--- src/rtl/clk_div_pkg.sv ---
// rtl/clk_div_pkg.sv - shared types and defaults for the clock divider bank
package clk_div_pkg;

  typedef enum logic {
    TOGGLE = 1'b0,
    PULSE  = 1'b1
  } div_mode_e;

  localparam int DEF_CNT_W   = 8;
  localparam int DEF_DIV_VAL = 9;

endpackage

--- src/rtl/clk_div_bank_if.sv ---
// rtl/clk_div_bank_if.sv - configuration handshake bundle for the divider bank
interface clk_div_bank_if
  import clk_div_pkg::*;
#(
  parameter int CNT_W = DEF_CNT_W
);

  logic             cfg_valid;
  logic             cfg_ready;
  logic [3:0]       cfg_ch;
  logic [CNT_W-1:0] cfg_div;
  logic             cfg_mode;

  modport master (
    output cfg_valid,
    output cfg_ch,
    output cfg_div,
    output cfg_mode,
    input  cfg_ready
  );

  modport slave (
    input  cfg_valid,
    input  cfg_ch,
    input  cfg_div,
    input  cfg_mode,
    output cfg_ready
  );

endinterface

--- src/rtl/clk_div_channel.sv ---
// rtl/clk_div_channel.sv - one divider channel: counter, active/shadow divisor
// and mode, pending flag, registered clk_out and tick.
module clk_div_channel
  import clk_div_pkg::*;
#(
  parameter int CNT_W   = DEF_CNT_W,
  parameter int DEF_DIV = DEF_DIV_VAL
) (
  input  logic             clk_in,
  input  logic             rst,
  input  logic             en,
  input  logic             sync,
  input  logic             load,
  input  logic [CNT_W-1:0] load_div,
  input  logic             load_mode,
  output logic             clk_out,
  output logic             tick,
  output logic             pending
);

  logic [CNT_W-1:0] cnt_q, cnt_d;
  logic [CNT_W-1:0] div_q, div_d;
  logic [CNT_W-1:0] sh_div_q, sh_div_d;
  div_mode_e        mode_q, mode_d;
  div_mode_e        sh_mode_q, sh_mode_d;
  logic             clk_q, clk_d;
  logic             tick_q, tick_d;
  logic             pend_q, pend_d;
  logic             terminal;
  logic             restart;

  always_comb begin
    cnt_d     = cnt_q;
    div_d     = div_q;
    mode_d    = mode_q;
    sh_div_d  = sh_div_q;
    sh_mode_d = sh_mode_q;
    clk_d     = clk_q;
    tick_d    = 1'b0;
    pend_d    = pend_q;
    terminal  = en && !sync && (cnt_q == div_q);
    restart   = !en || sync || terminal;

    if (!en || sync) begin
      cnt_d = '0;
      clk_d = 1'b0;
    end else if (terminal) begin
      cnt_d  = '0;
      tick_d = 1'b1;
      clk_d  = (mode_q == TOGGLE) ? !clk_q : 1'b0;
    end else begin
      cnt_d = cnt_q + CNT_W'(1);
    end

    // Shadow swaps only where a fresh count begins, so a period is never cut short.
    if (restart && pend_q) begin
      div_d  = sh_div_q;
      mode_d = sh_mode_q;
      pend_d = 1'b0;
      if (sh_mode_q == PULSE) begin
        clk_d = 1'b0;
      end
    end

    if (load) begin
      sh_div_d  = load_div;
      sh_mode_d = load_mode ? PULSE : TOGGLE;
      pend_d    = 1'b1;
    end
  end

  always_ff @(posedge clk_in) begin
    if (!rst) begin
      cnt_q     <= '0;
      div_q     <= CNT_W'(DEF_DIV);
      mode_q    <= TOGGLE;
      sh_div_q  <= CNT_W'(DEF_DIV);
      sh_mode_q <= TOGGLE;
      clk_q     <= 1'b0;
      tick_q    <= 1'b0;
      pend_q    <= 1'b0;
    end else begin
      cnt_q     <= cnt_d;
      div_q     <= div_d;
      mode_q    <= mode_d;
      sh_div_q  <= sh_div_d;
      sh_mode_q <= sh_mode_d;
      clk_q     <= clk_d;
      tick_q    <= tick_d;
      pend_q    <= pend_d;
    end
  end

  assign clk_out = clk_q;
  assign tick    = tick_q;
  assign pending = pend_q;

endmodule

--- src/rtl/clk_div_bank.sv ---
// rtl/clk_div_bank.sv - bank of N_CH programmable clock dividers; top level
// only decodes the target channel and muxes cfg_ready.
module clk_div_bank
  import clk_div_pkg::*;
#(
  parameter int N_CH    = 4,
  parameter int CNT_W   = DEF_CNT_W,
  parameter int DEF_DIV = DEF_DIV_VAL
) (
  input  logic            clk_in,
  input  logic            rst,
  input  logic [N_CH-1:0] en,
  input  logic            sync,
  clk_div_bank_if.slave   cfg,
  output logic [N_CH-1:0] clk_out,
  output logic [N_CH-1:0] tick,
  output logic [N_CH-1:0] pending
);

  logic            cfg_rdy;
  logic [N_CH-1:0] load;

  // Out-of-range channel indices leave ready high so such transfers drain harmlessly.
  always_comb begin
    cfg_rdy = 1'b1;
    load    = '0;
    for (int i = 0; i < N_CH; i++) begin
      if (int'(cfg.cfg_ch) == i) begin
        cfg_rdy = !pending[i];
      end
    end
    for (int i = 0; i < N_CH; i++) begin
      load[i] = cfg.cfg_valid && cfg_rdy && (int'(cfg.cfg_ch) == i);
    end
  end

  assign cfg.cfg_ready = cfg_rdy;

  for (genvar g = 0; g < N_CH; g++) begin : g_ch
    clk_div_channel #(
      .CNT_W   (CNT_W),
      .DEF_DIV (DEF_DIV)
    ) u_ch (
      .clk_in    (clk_in),
      .rst       (rst),
      .en        (en[g]),
      .sync      (sync),
      .load      (load[g]),
      .load_div  (cfg.cfg_div),
      .load_mode (cfg.cfg_mode),
      .clk_out   (clk_out[g]),
      .tick      (tick[g]),
      .pending   (pending[g])
    );
  end

endmodule

--- src/flat_wrapper.sv ---
// flat-port wrapper written by rule: the top's interface ports become plain ports
module clk_div_bank_flat import clk_div_pkg::*;
#(
  parameter int N_CH    = 4,
  parameter int CNT_W   = DEF_CNT_W,
  parameter int DEF_DIV = DEF_DIV_VAL
)
  (clk_in, rst, en, sync, clk_out, tick, pending, cfg_cfg_valid, cfg_cfg_ch, cfg_cfg_div, cfg_cfg_mode, cfg_cfg_ready);
  clk_div_bank_if #(.CNT_W(CNT_W)) cfg_i ();
  input  logic clk_in;
  input  logic rst;
  input  logic [N_CH-1:0] en;
  input  logic sync;
  output logic [N_CH-1:0] clk_out;
  output logic [N_CH-1:0] tick;
  output logic [N_CH-1:0] pending;
  input wire logic [$bits(cfg_i.cfg_valid)-1:0] cfg_cfg_valid;
  input wire logic [$bits(cfg_i.cfg_ch)-1:0] cfg_cfg_ch;
  input wire logic [$bits(cfg_i.cfg_div)-1:0] cfg_cfg_div;
  input wire logic [$bits(cfg_i.cfg_mode)-1:0] cfg_cfg_mode;
  output wire logic [$bits(cfg_i.cfg_ready)-1:0] cfg_cfg_ready;
  assign cfg_i.cfg_valid = cfg_cfg_valid;
  assign cfg_i.cfg_ch = cfg_cfg_ch;
  assign cfg_i.cfg_div = cfg_cfg_div;
  assign cfg_i.cfg_mode = cfg_cfg_mode;
  assign cfg_cfg_ready = cfg_i.cfg_ready;
  clk_div_bank #(.N_CH(N_CH), .CNT_W(CNT_W), .DEF_DIV(DEF_DIV)) u_core (.clk_in(clk_in), .rst(rst), .en(en), .sync(sync), .cfg(cfg_i), .clk_out(clk_out), .tick(tick), .pending(pending));
endmodule
--- config.mk ---
export PLATFORM = sky130hd
export DESIGN_NAME = clk_div_bank_flat
export DESIGN_NICKNAME = d
export VERILOG_FILES = /design/src/rtl/clk_div_pkg.sv /design/src/rtl/clk_div_bank_if.sv /design/src/rtl/clk_div_channel.sv /design/src/rtl/clk_div_bank.sv /design/src/flat_wrapper.sv
export SDC_FILE = /design/constraint.sdc
export NUM_CORES = 1
export LEC_CHECK = 0
export BUFFER_PORTS_ARGS = -buffer_cell sky130_fd_sc_hd__buf_2
export CELL_PAD_IN_SITES_DETAIL_PLACEMENT = 2
export CELL_PAD_IN_SITES_GLOBAL_PLACEMENT = 2
export CORE_MARGIN = 2
export CORE_UTILIZATION = 41
export CTS_CLUSTER_SIZE = 14
export DETAILED_ROUTE_END_ITERATION = 6
export PLACE_DENSITY_LB_ADDON = 0.15
export SYNTH_ARGS = -nofsm -noshare
export SYNTH_HDL_FRONTEND = slang
export SYNTH_SLANG_ARGS = --single-unit
--- constraint.sdc ---
create_clock -name clk_in -period 2.4 [get_ports clk_in]
set_input_delay 0.48 -clock clk_in [delete_from_list [all_inputs] [get_ports clk_in]]
set_output_delay 0.48 -clock clk_in [all_outputs]
set_load 0.05 [all_outputs]
-- Word level (Yosys, flattened, before mapping)
Cells that the tools add are included.
- bits in read-only memories: 0
- latch bits: 0
- output and inout bits: 13
- bits in writable memories: 0
- word-level logic and storage cells: 132
- memories: 0
- input bits: 21
- register bits after elaboration: 116
- equal/unequal tests: 7
- div/mod/pow operators: 0
- bitwise operators: 1
- $mul: 0
- multiplexer cells: 37
- reductions and logical operators: 51
- magnitude comparators: 0
- shift-type cells: 0
- add/subtract/negate cells: 4
- operators with widths (cell ; number):
    1-bit 2-to-1 mux ; 37
    8-bit by 1-bit adder with 8-bit output, second input constant ; 4
    8-bit == test ; 4
    1-bit logical AND ; 17
    1-bit logical NOT ; 13
    3-bit OR reduction ; 4
    4-bit by 3-bit == test with 1-bit output, second input constant ; 2
    1-bit logical OR ; 8
    2-bit nonzero test ; 4
    2-bit OR reduction ; 4
    4-bit by 2-bit == test with 1-bit output, second input constant ; 1
    4-bit logical NOT ; 1
    1-bit NOT ; 1

-- Longest topological paths before layout
Gate-level depths: netlist (run 1).
- depth after elaboration: 8
- depth in mapped cells: 7
- mapped depth without buffers: 5

-- Hierarchy
From an unflattened synthesis (run 1), not the netlist that was laid out.
- cell total of the unflattened synthesis: 709
- area, all modules: 6261.0 um^2
- by module, submodules not included (module ; sequential area each (um^2) ; area each (um^2) ; instances ; cells each):
    clk_div_channel ; 580.6 ; 1544.0 ; 4 ; 175
    clk_div_bank ; 0.0 ; 85.1 ; 1 ; 9

-- Least setup slack after synthesis (run 1)
No wires, ideal clock.
- kind: reg2out
- from: register u_core.g_ch[2].u_ch.pend_q
- to: output cfg_cfg_ready
- stages on the path, launching flop included: 4
- path buffers: 1
- required time: 1920 ps
- arrival time: 1302 ps
- slack: 618 ps
- path through: dfxtp_1 -> clkbuf_1 -> mux4_2 -> nand2_1
- cells in the longest elaborated chain, start to end: 3
- ends and longest elaborated chain (element ; line ; RTL):
    from (decl) ; clk_div_channel.sv:28 ; logic pend_q, pend_d;
    from (signal assigned) ; clk_div_channel.sv:90 ; pend_q <= pend_d;
    1-bit logical NOT ; clk_div_bank.sv:29 ; cfg_rdy = !pending[i];
    1-bit 2-to-1 mux (2 in series) ; clk_div_bank.sv:28 ; if (int'(cfg.cfg_ch) == i) begin
    to (decl) ; flat_wrapper.sv:21 ; output wire logic [$bits(cfg_i.cfg_ready)-1:0] cfg_cfg_ready;
Every way passes these cells.

-- Worst setup path in the final report (run 1)
- from: register u_core.g_ch[3].u_ch.pend_q
- to: output cfg_cfg_ready
- cells in the longest elaborated chain, start to end: 2
- ends and longest elaborated chain (element ; line):
    from (decl) ; clk_div_channel.sv:28
    from (signal assigned) ; clk_div_channel.sv:90
    1-bit logical NOT ; clk_div_bank.sv:29
    1-bit 2-to-1 mux ; clk_div_bank.sv:28
Every way passes these cells.

==> summary.txt, run 1 <==
Status
  • Run status: finished clean

Power and ir drop
  • Sequential Power Share: 0.399
  • Comb pwr share: 0.042
  • Sw Ratio: 0.2260
  • Internal: 3.788 mW
  • Psw: 1.106 mW
  • Pwr/cell area: roughly 750 nW/um2
  • VDD IR-drop max: 0.0004877 V
  • Clk pwr share: 0.559
  • Leak Pwr: 2.360 nW

Final layout
  • Most common cell after layout, fill and taps aside: dfxtp_1
  • Layout cells sized above 1: 0.1286
  • Antenna cells: 0
  • Design Area, Final: 6486 um2
  • # nets final: between 600 and 700
  • Non-filler cells in the finished layout: around 830
  • Syn-to-layout area delta: 15.79%
  • Most frequent cells in the layout: dfxtp_1, nor2_1, nand2_1

STA
  • Unrepaired setup endpoints after global routing: false
  • Min Tclk post-route: 2.152 ns
  • Final Setup Violations: 0
  • Max Fclk: between 400 and 500 MHz
  • Tightest Pin Transition: 0.5599 ns
  • Worst setup margin: about 0.25 ns
  • Total negative setup slack: 0 ns
  • Final Skew: 0.007063 ns
  • Final period util: 0.8968
  • Fin. max-slew vios: 0
  • Worst rel slew slack: 0.6257
  • Final Hold Viols: 0

Worst setup path
  • CP cell instances: mux4_2, nand2_1, buf_2
  • CP Launch Type: flip-flop
  • Crit. End Element: output port
  • Delay-heaviest family, CP: multiplexers
  • Max incr delay on CP: between 0.5 and 0.6 ns
  • Crit-path slowest cell: mux4_2
  • WS Path Type: flip-flop to output port
  • CP Data Required Time: about 1.9 ns
  • Crit path DAT: about 1.7 ns
  • CP max FO: 7
  • WP buf/inv: 1

GRT
  • GR Util met1: 0.3114
  • Initial antenna violation count: 0
  • Pin count of the biggest net entering global routing: 69
  • GRT overflow: 0
  • Vias in the first global route: ~5400
  • Grt peak-use layer: met2
  • GR Layer Usage met3: 0.04981
  • Total track usage: 0.2631
  • M2 GR Usage: 0.4709
  • First-pass GRT wire length: 29900 um

Floorplanning
  • DIE AREA: 14610 um2
  • Die height: 120.9 um
  • Number of cell rows: 42
  • Die Wd: 120.9 um
  • Starting Density: 0.4213
  • I/O pin count: 34
  • Core Area: 13300 um2

Route
  • Drt pass-1 iters: 6
  • Wirelength per Cell: about 22 um
  • Remaining DRCs: 0
  • Antenna Nets Post-Route: 0
  • Via-to-Cell Ratio: 6.013
  • Total wire length: 18490 um
  • Routed via count: roughly 5000
  • DR iter-0 viols: about 250

CTS
  • Clk pin slew, worst setup/hold paths: ~0.06 ns
  • Clock Root Buffer: clkbuf_16
  • Clk Latency, worst-skew pair: about 0.43 ns
  • CTS resizes: 0
  • CTS tree: done
  • CTS Buffer Depth: 2
  • Setup bufs post-CTS: 0
  • Post-cts hold buffer count: 0
  • Htree depth: 4
  • Clock buffer count from CTS: 17
  • Clock tree sinks: 116

Synth
  • Post-Syn Instances: 627
  • FFs w/ async S/R, synth: 0
  • Cell variety after synth: 34
  • Synth Net Count: 652
  • Ys flop type: dfxtp_1
  • Number of synthesized flops with an enable pin: 0
  • Register area share after synthesis: 0.4146
  • Synthesized area per cell: approximately 9 um2
  • Synthesized area: 5602 um2
  • Warnings from Yosys: 0
  • Number of synthesized register bits: 116

Place
  • Detail Placement HPWL: 11990 um
  • Buffers on Ports: 33
  • RePlAce Congestion: between 0.7 and 0.8
  • Place WS: 0.1903 ns
  • Post-DP Area: 5851 um2
  • Inst Count DP: 797

Min path
  • Hold WC Path Type: primary input to flip-flop

Job
  • Max-cap viol count: 0
area by class of cell:
type | count | area [um2]
clock buffers | 20 | 456.7
inverters | 9 | 33.78
multi-input cells | 446 | 2944
clock inverters | 12 | 178.9
repair buffers | 50 | 330.3
well taps | 176 | 220.2
flip-flops and latches | 116 | 2322
fillers | 1433 | 6809
per-layer routing:
metal  part of all wire  vias to the layer above  routed length, um
li1                   -                     2344                  -
met1               0.43                     2511               7879
met2               0.52                       94               9642
met3              0.030                       36                561
met4              0.022                        0                409
met5                  0                        -                  0
flip-flops by register name (all words and copies together) (netlist names):
signal,count
u_core.g_ch.u_ch.sh_div_q,32
u_core.g_ch.u_ch.clk_out,4
u_core.g_ch.u_ch.pending,4
u_core.g_ch.u_ch.cnt_q,32
u_core.g_ch.u_ch.tick,4
u_core.g_ch.u_ch.div_q,32
u_core.g_ch.u_ch.sh_mode_q,4
u_core.g_ch.u_ch.mode_q,4
path summary, 6_finish.rpt:
| path | startpoint | to | slack [ns] | depth (start not counted) |
|---|---|---|---|---|
| setup / recovery | u_core.g_ch[3].u_ch.pending | cfg_cfg_ready | 0.25 | 3 |
| hold / removal | cfg_cfg_div[0] | u_core.g_ch[3].u_ch.sh_div_q[0] | 0.37 | 3 |
| setup reg to reg | u_core.g_ch[0].u_ch.div_q[4] | u_core.g_ch[0].u_ch.div_q[1] | 0.48 | 4 |
| hold reg to reg | u_core.g_ch[2].u_ch.cnt_q[0] | u_core.g_ch[2].u_ch.cnt_q[0] | 0.49 | 1 |
synth_stat cells (9+ instances only):
cell	count	area share
dfxtp_1	116	0.41
nor2_1	72	0.048
nand2_1	47	0.031
xnor2_1	39	0.061
nor3_1	37	0.033
mux2i_1	36	0.064
a31oi_1	28	0.031
o2111ai_1	28	0.044
o311ai_0	28	0.044
clkbuf_1	22	0.015
nand3_1	19	0.017
buf_2	18	0.016
xor2_1	17	0.027
or3_1	16	0.018
nand4_1	13	0.015
buf_4	12	0.016
inv_1	9	0.0060
per-stage QoR:
stage                     utilization  power [mW]  hold WS, ns
after floorplan                     -       2.112       0.4411
after global placement         0.4401       2.185       0.4728
after detailed placement       0.4401       2.196       0.4759
after CTS                      0.4879       4.930       0.3757
after global routing           0.4879       5.045       0.3879
final                          0.4879       4.895       0.3676
power groups by stage:
| stage | clock network [mW] | registers (mW) | logic (mW) |
|---|---|---|---|
| CTS | 2.77 | 1.95 | 0.207 |
| global route | 2.87 | 1.95 | 0.225 |
| detailed placement | 0 | 1.99 | 0.202 |
| finish | 2.73 | 1.95 | 0.208 |
| global placement | 0 | 1.99 | 0.193 |
| floorplan | 0 | 1.99 | 0.123 |
worst min-delay path, stage by stage:
cell and delay (ns):
buf_2 0.14, mux2i_1 0.08, nand2_1 0.06
cell families (layout without fill, tap and decap cells):
kind of cell    Yosys count  after routing  share of synthesized area
mux                      37             37                    0.06835
fa+ha+maj                 4              4                   0.008935
xor+xnor                 56             56                    0.08756
buf+inv                  65             91                    0.05986
flops                   116            116                     0.4146
compound gates          116            116                     0.1590
simple gates            233            233                     0.2017
No activity file was read; power rests on OpenSTA's default activity.
==> inputs of run 2 (changes only) <==
SLEW_MARGIN = 20   (was not set)
SYNTH_HIERARCHICAL = 1   (was not set)
==> run 2 against run 1 <==
Cell count rose by 12%. First-iteration DRC count decreased by 17%. Die area up 11%. Largest cell class unchanged. Wire length decreased by 0.31%. Cell area is 9.1% higher. Clock power is 12% lower. Sequential power is essentially flat. Non-clock buffer count decreased by 1. Worst hold slack improved by 0.033 ns. Core utilization down 1.7 points. Critical endpoint unchanged. Via count increased by 6.8%.
==> summary.txt, run 2 <==
Power and ir drop
  • Internal: 3.530 mW
  • Leak Pwr: 2.569 nW
  • Clk pwr share: 0.528
  • VDD IR-drop max: 0.0004894 V
  • Psw: ~1.0 mW
  • Sequential Power Share: 0.428
  • Pwr/cell area: 644.5 nW/um2
  • Sw Ratio: 0.2261
  • Comb pwr share: 0.043

CTS
  • CTS resizes: 0
  • CTS Buffer Depth: 2
  • Clk pin slew, worst setup/hold paths: 0.05 ns
  • Post-cts hold buffer count: 0
  • CTS tree: done
  • Clock buffer count from CTS: 17
  • Clock tree sinks: 116
  • Setup bufs post-CTS: 0
  • Htree depth: 4
  • Clk Latency, worst-skew pair: approximately 0.42 ns
  • Clock Root Buffer: clkbuf_16

Final layout
  • Most common cell after layout, fill and taps aside: dfxtp_1
  • Most frequent cells in the layout: dfxtp_1, nand3_1, nor2b_1
  • Design Area, Final: 7078 um2
  • Layout cells sized above 1: 0.1750
  • Syn-to-layout area delta: 13.05%
  • # nets final: 750
  • Antenna cells: 0
  • Top flop regs: u_core/g_ch.u_ch/cnt_q: 32 flops, u_core/g_ch.u_ch/div_q: 32 flops, u_core/g_ch.u_ch/sh_div_q: 32 flops

Min path
  • Hold WC Path Type: primary input to flip-flop
  • Hold path startpoint: cfg_cfg_div[0]

Worst setup path
  • CP Launch Type: flip-flop
  • CP cell instances: mux4_1, nand2_1, buf_2
  • WP buf/inv: 1
  • Reg2Reg Setup Slack: 0.65 ns
  • Crit-path slowest cell: mux4_1
  • CP Data Required Time: approximately 1.9 ns
  • Crit. End Element: output port
  • Max incr delay on CP: 0.51 ns
  • Crit path DAT: 1.58 ns
  • CP max FO: 2
  • WS Path Type: flip-flop to output port
  • Delay-heaviest family, CP: multiplexers
  • Critical Path Source: u_core/g_ch[1].u_ch/pending
  • R2R Path Start: u_core/g_ch[3].u_ch/cnt_q[3]

STA
  • Tightest Pin Transition: between 0.5 and 0.6 ns
  • Final period util: 0.8591
  • Final Hold Viols: 0
  • Min Tclk post-route: 2.062 ns
  • Fin. max-slew vios: 0
  • Max Fclk: 485.0 MHz
  • Final Setup Violations: 0
  • Total negative setup slack: 0 ns
  • Final Skew: 0.006528 ns
  • Unrepaired setup endpoints after global routing: false
  • Worst rel slew slack: 0.6466

Route
  • Wirelength per Cell: 19.93 um
  • Remaining DRCs: 0
  • DR iter-0 viols: between 200 and 250
  • Routed via count: between 5000 and 6000
  • Antenna Nets Post-Route: 0
  • Via-to-Cell Ratio: 5.755
  • Drt pass-1 iters: 4
  • Total wire length: 18440 um

Synth
  • Synthesized area per cell: 8.831 um2
  • Yosys top cell area share: 0.3709
  • Top cells by count, synth: dfxtp_1, nand3_1, nor2b_1
  • Cell variety after synth: 35
  • FFs w/ async S/R, synth: 0
  • Number of synthesized flops with an enable pin: 0
  • Ys flop type: dfxtp_1
  • Count leader, synth: dfxtp_1
  • Post-synth top area cell: dfxtp_1
  • Top cells by area, synth: dfxtp_1, nand3_1, nor2b_1, mux2i_1, xnor2_1
  • Synth Net Count: 734
  • Number of synthesized register bits: 116
  • Warnings from Yosys: 6
  • Synthesized area: between 6000 and 7000 um2
  • Post-Syn Instances: 709
  • Register area share after synthesis: 0.3709

Floorplanning
  • DIE AREA: 16280 um2
  • Starting Density: 0.4165
  • Die height: 127.6 um
  • Number of cell rows: 45
  • Die Wd: 127.6 um
  • I/O pin count: 34
  • Core Area: around 15000 um2

Place
  • Post-DP Area: 6516 um2
  • RePlAce Congestion: 0.7525
  • Buffers on Ports: 33
  • Detail Placement HPWL: 12160 um

GRT
  • Vias in the first global route: 5909
  • Total track usage: 0.2371
  • Initial antenna violation count: 0
  • Pin count of the biggest net entering global routing: around 70
  • First-pass GRT wire length: 30910 um
  • GRT overflow: 0

Status
  • Run status: finished clean

Job
  • Max-cap viol count: 0
## run 2: cell count changes after synthesis, moves of 12 or more
cell       delta
o2111ai_1    -28
a31oi_1      -28
o21a_1       +12
o211ai_1     +20
o21ai_0      +28
nand3_1      +57
or3_1        -16
nor2b_1      +56
nor2_1       -31
and3_1       +25
o311ai_0     -28
## run 2: final timing paths
check	endpoint	cells after the start
max	cfg_cfg_ready	3
min	u_core/g_ch[2].u_ch/sh_div_q[0]	3
max reg2reg	u_core/g_ch[3].u_ch/div_q[1]	4
min reg2reg	u_core/g_ch[2].u_ch/clk_out	2
## run 2: through the flow
stage          worst slack [ns]    util  hold WS, ns  power, mW  std cells
6_report                 0.3383  0.4708       0.4008      4.562        925
3_5_place_dp             0.3416  0.4335       0.4994      2.191        894
4_1_cts                  0.3082  0.4708       0.3870      4.606        925
2_1_floorplan            0.5346       -       0.4576      2.112        709
5_1_grt                  0.2803  0.4708       0.3965      4.713        925
3_3_place_gp             0.4065  0.4335       0.4798      2.180        894
## run 2: cell type report
| type | instances | area, um2 |
|---|---|---|
| Tap cell | 188 | 235.2 |
| Multi-Input combinational cell | 541 | 3659 |
| Clock inverter | 3 | 15.01 |
| Sequential cell | 116 | 2322 |
| Clock buffer | 28 | 546.8 |
| Timing Repair Buffer | 49 | 300.3 |
| Fill cell | 1623 | 7955 |
## run 2: logic make-up (layout without fill, tap and decap cells)
kind of cell	Yosys count	after routing	synth area share
buffers and inverters	52	80	0.04716
AO/OA/AOI/OAI	96	96	0.1135
XOR/XNOR	56	56	0.07834
adder cells (fa/ha/maj)	4	4	0.007994
multiplexers	37	37	0.06175
flip-flops	116	116	0.3709
AND/OR/NAND/NOR	348	348	0.3203
## run 2: layer usage
metal	vias up	wire (um)	GRT usage
li1	2543	-	-
met4	0	249	0.06399
met5	-	0	0
met2	59	9372	0.4155
met1	2697	8409	0.3005
met3	24	405	0.04188
## run 2: power groups by stage
stage                     sequential (mW)  combinational (mW)  clock, mW
after detailed placement             1.99               0.196          0
after CTS                            1.95               0.198       2.45
after global routing                 1.96               0.215       2.54
final                                1.95               0.198       2.41
after floorplan                      1.99               0.120          0
after global placement               1.99               0.186          0
## run 2: worst register-to-register path, cell delays in order, from the launching register on
cell      delay [ns]
dfxtp_1         0.35
xnor2_1         0.29
nand4_2         0.23
nor2_4          0.49
o211ai_1        0.23
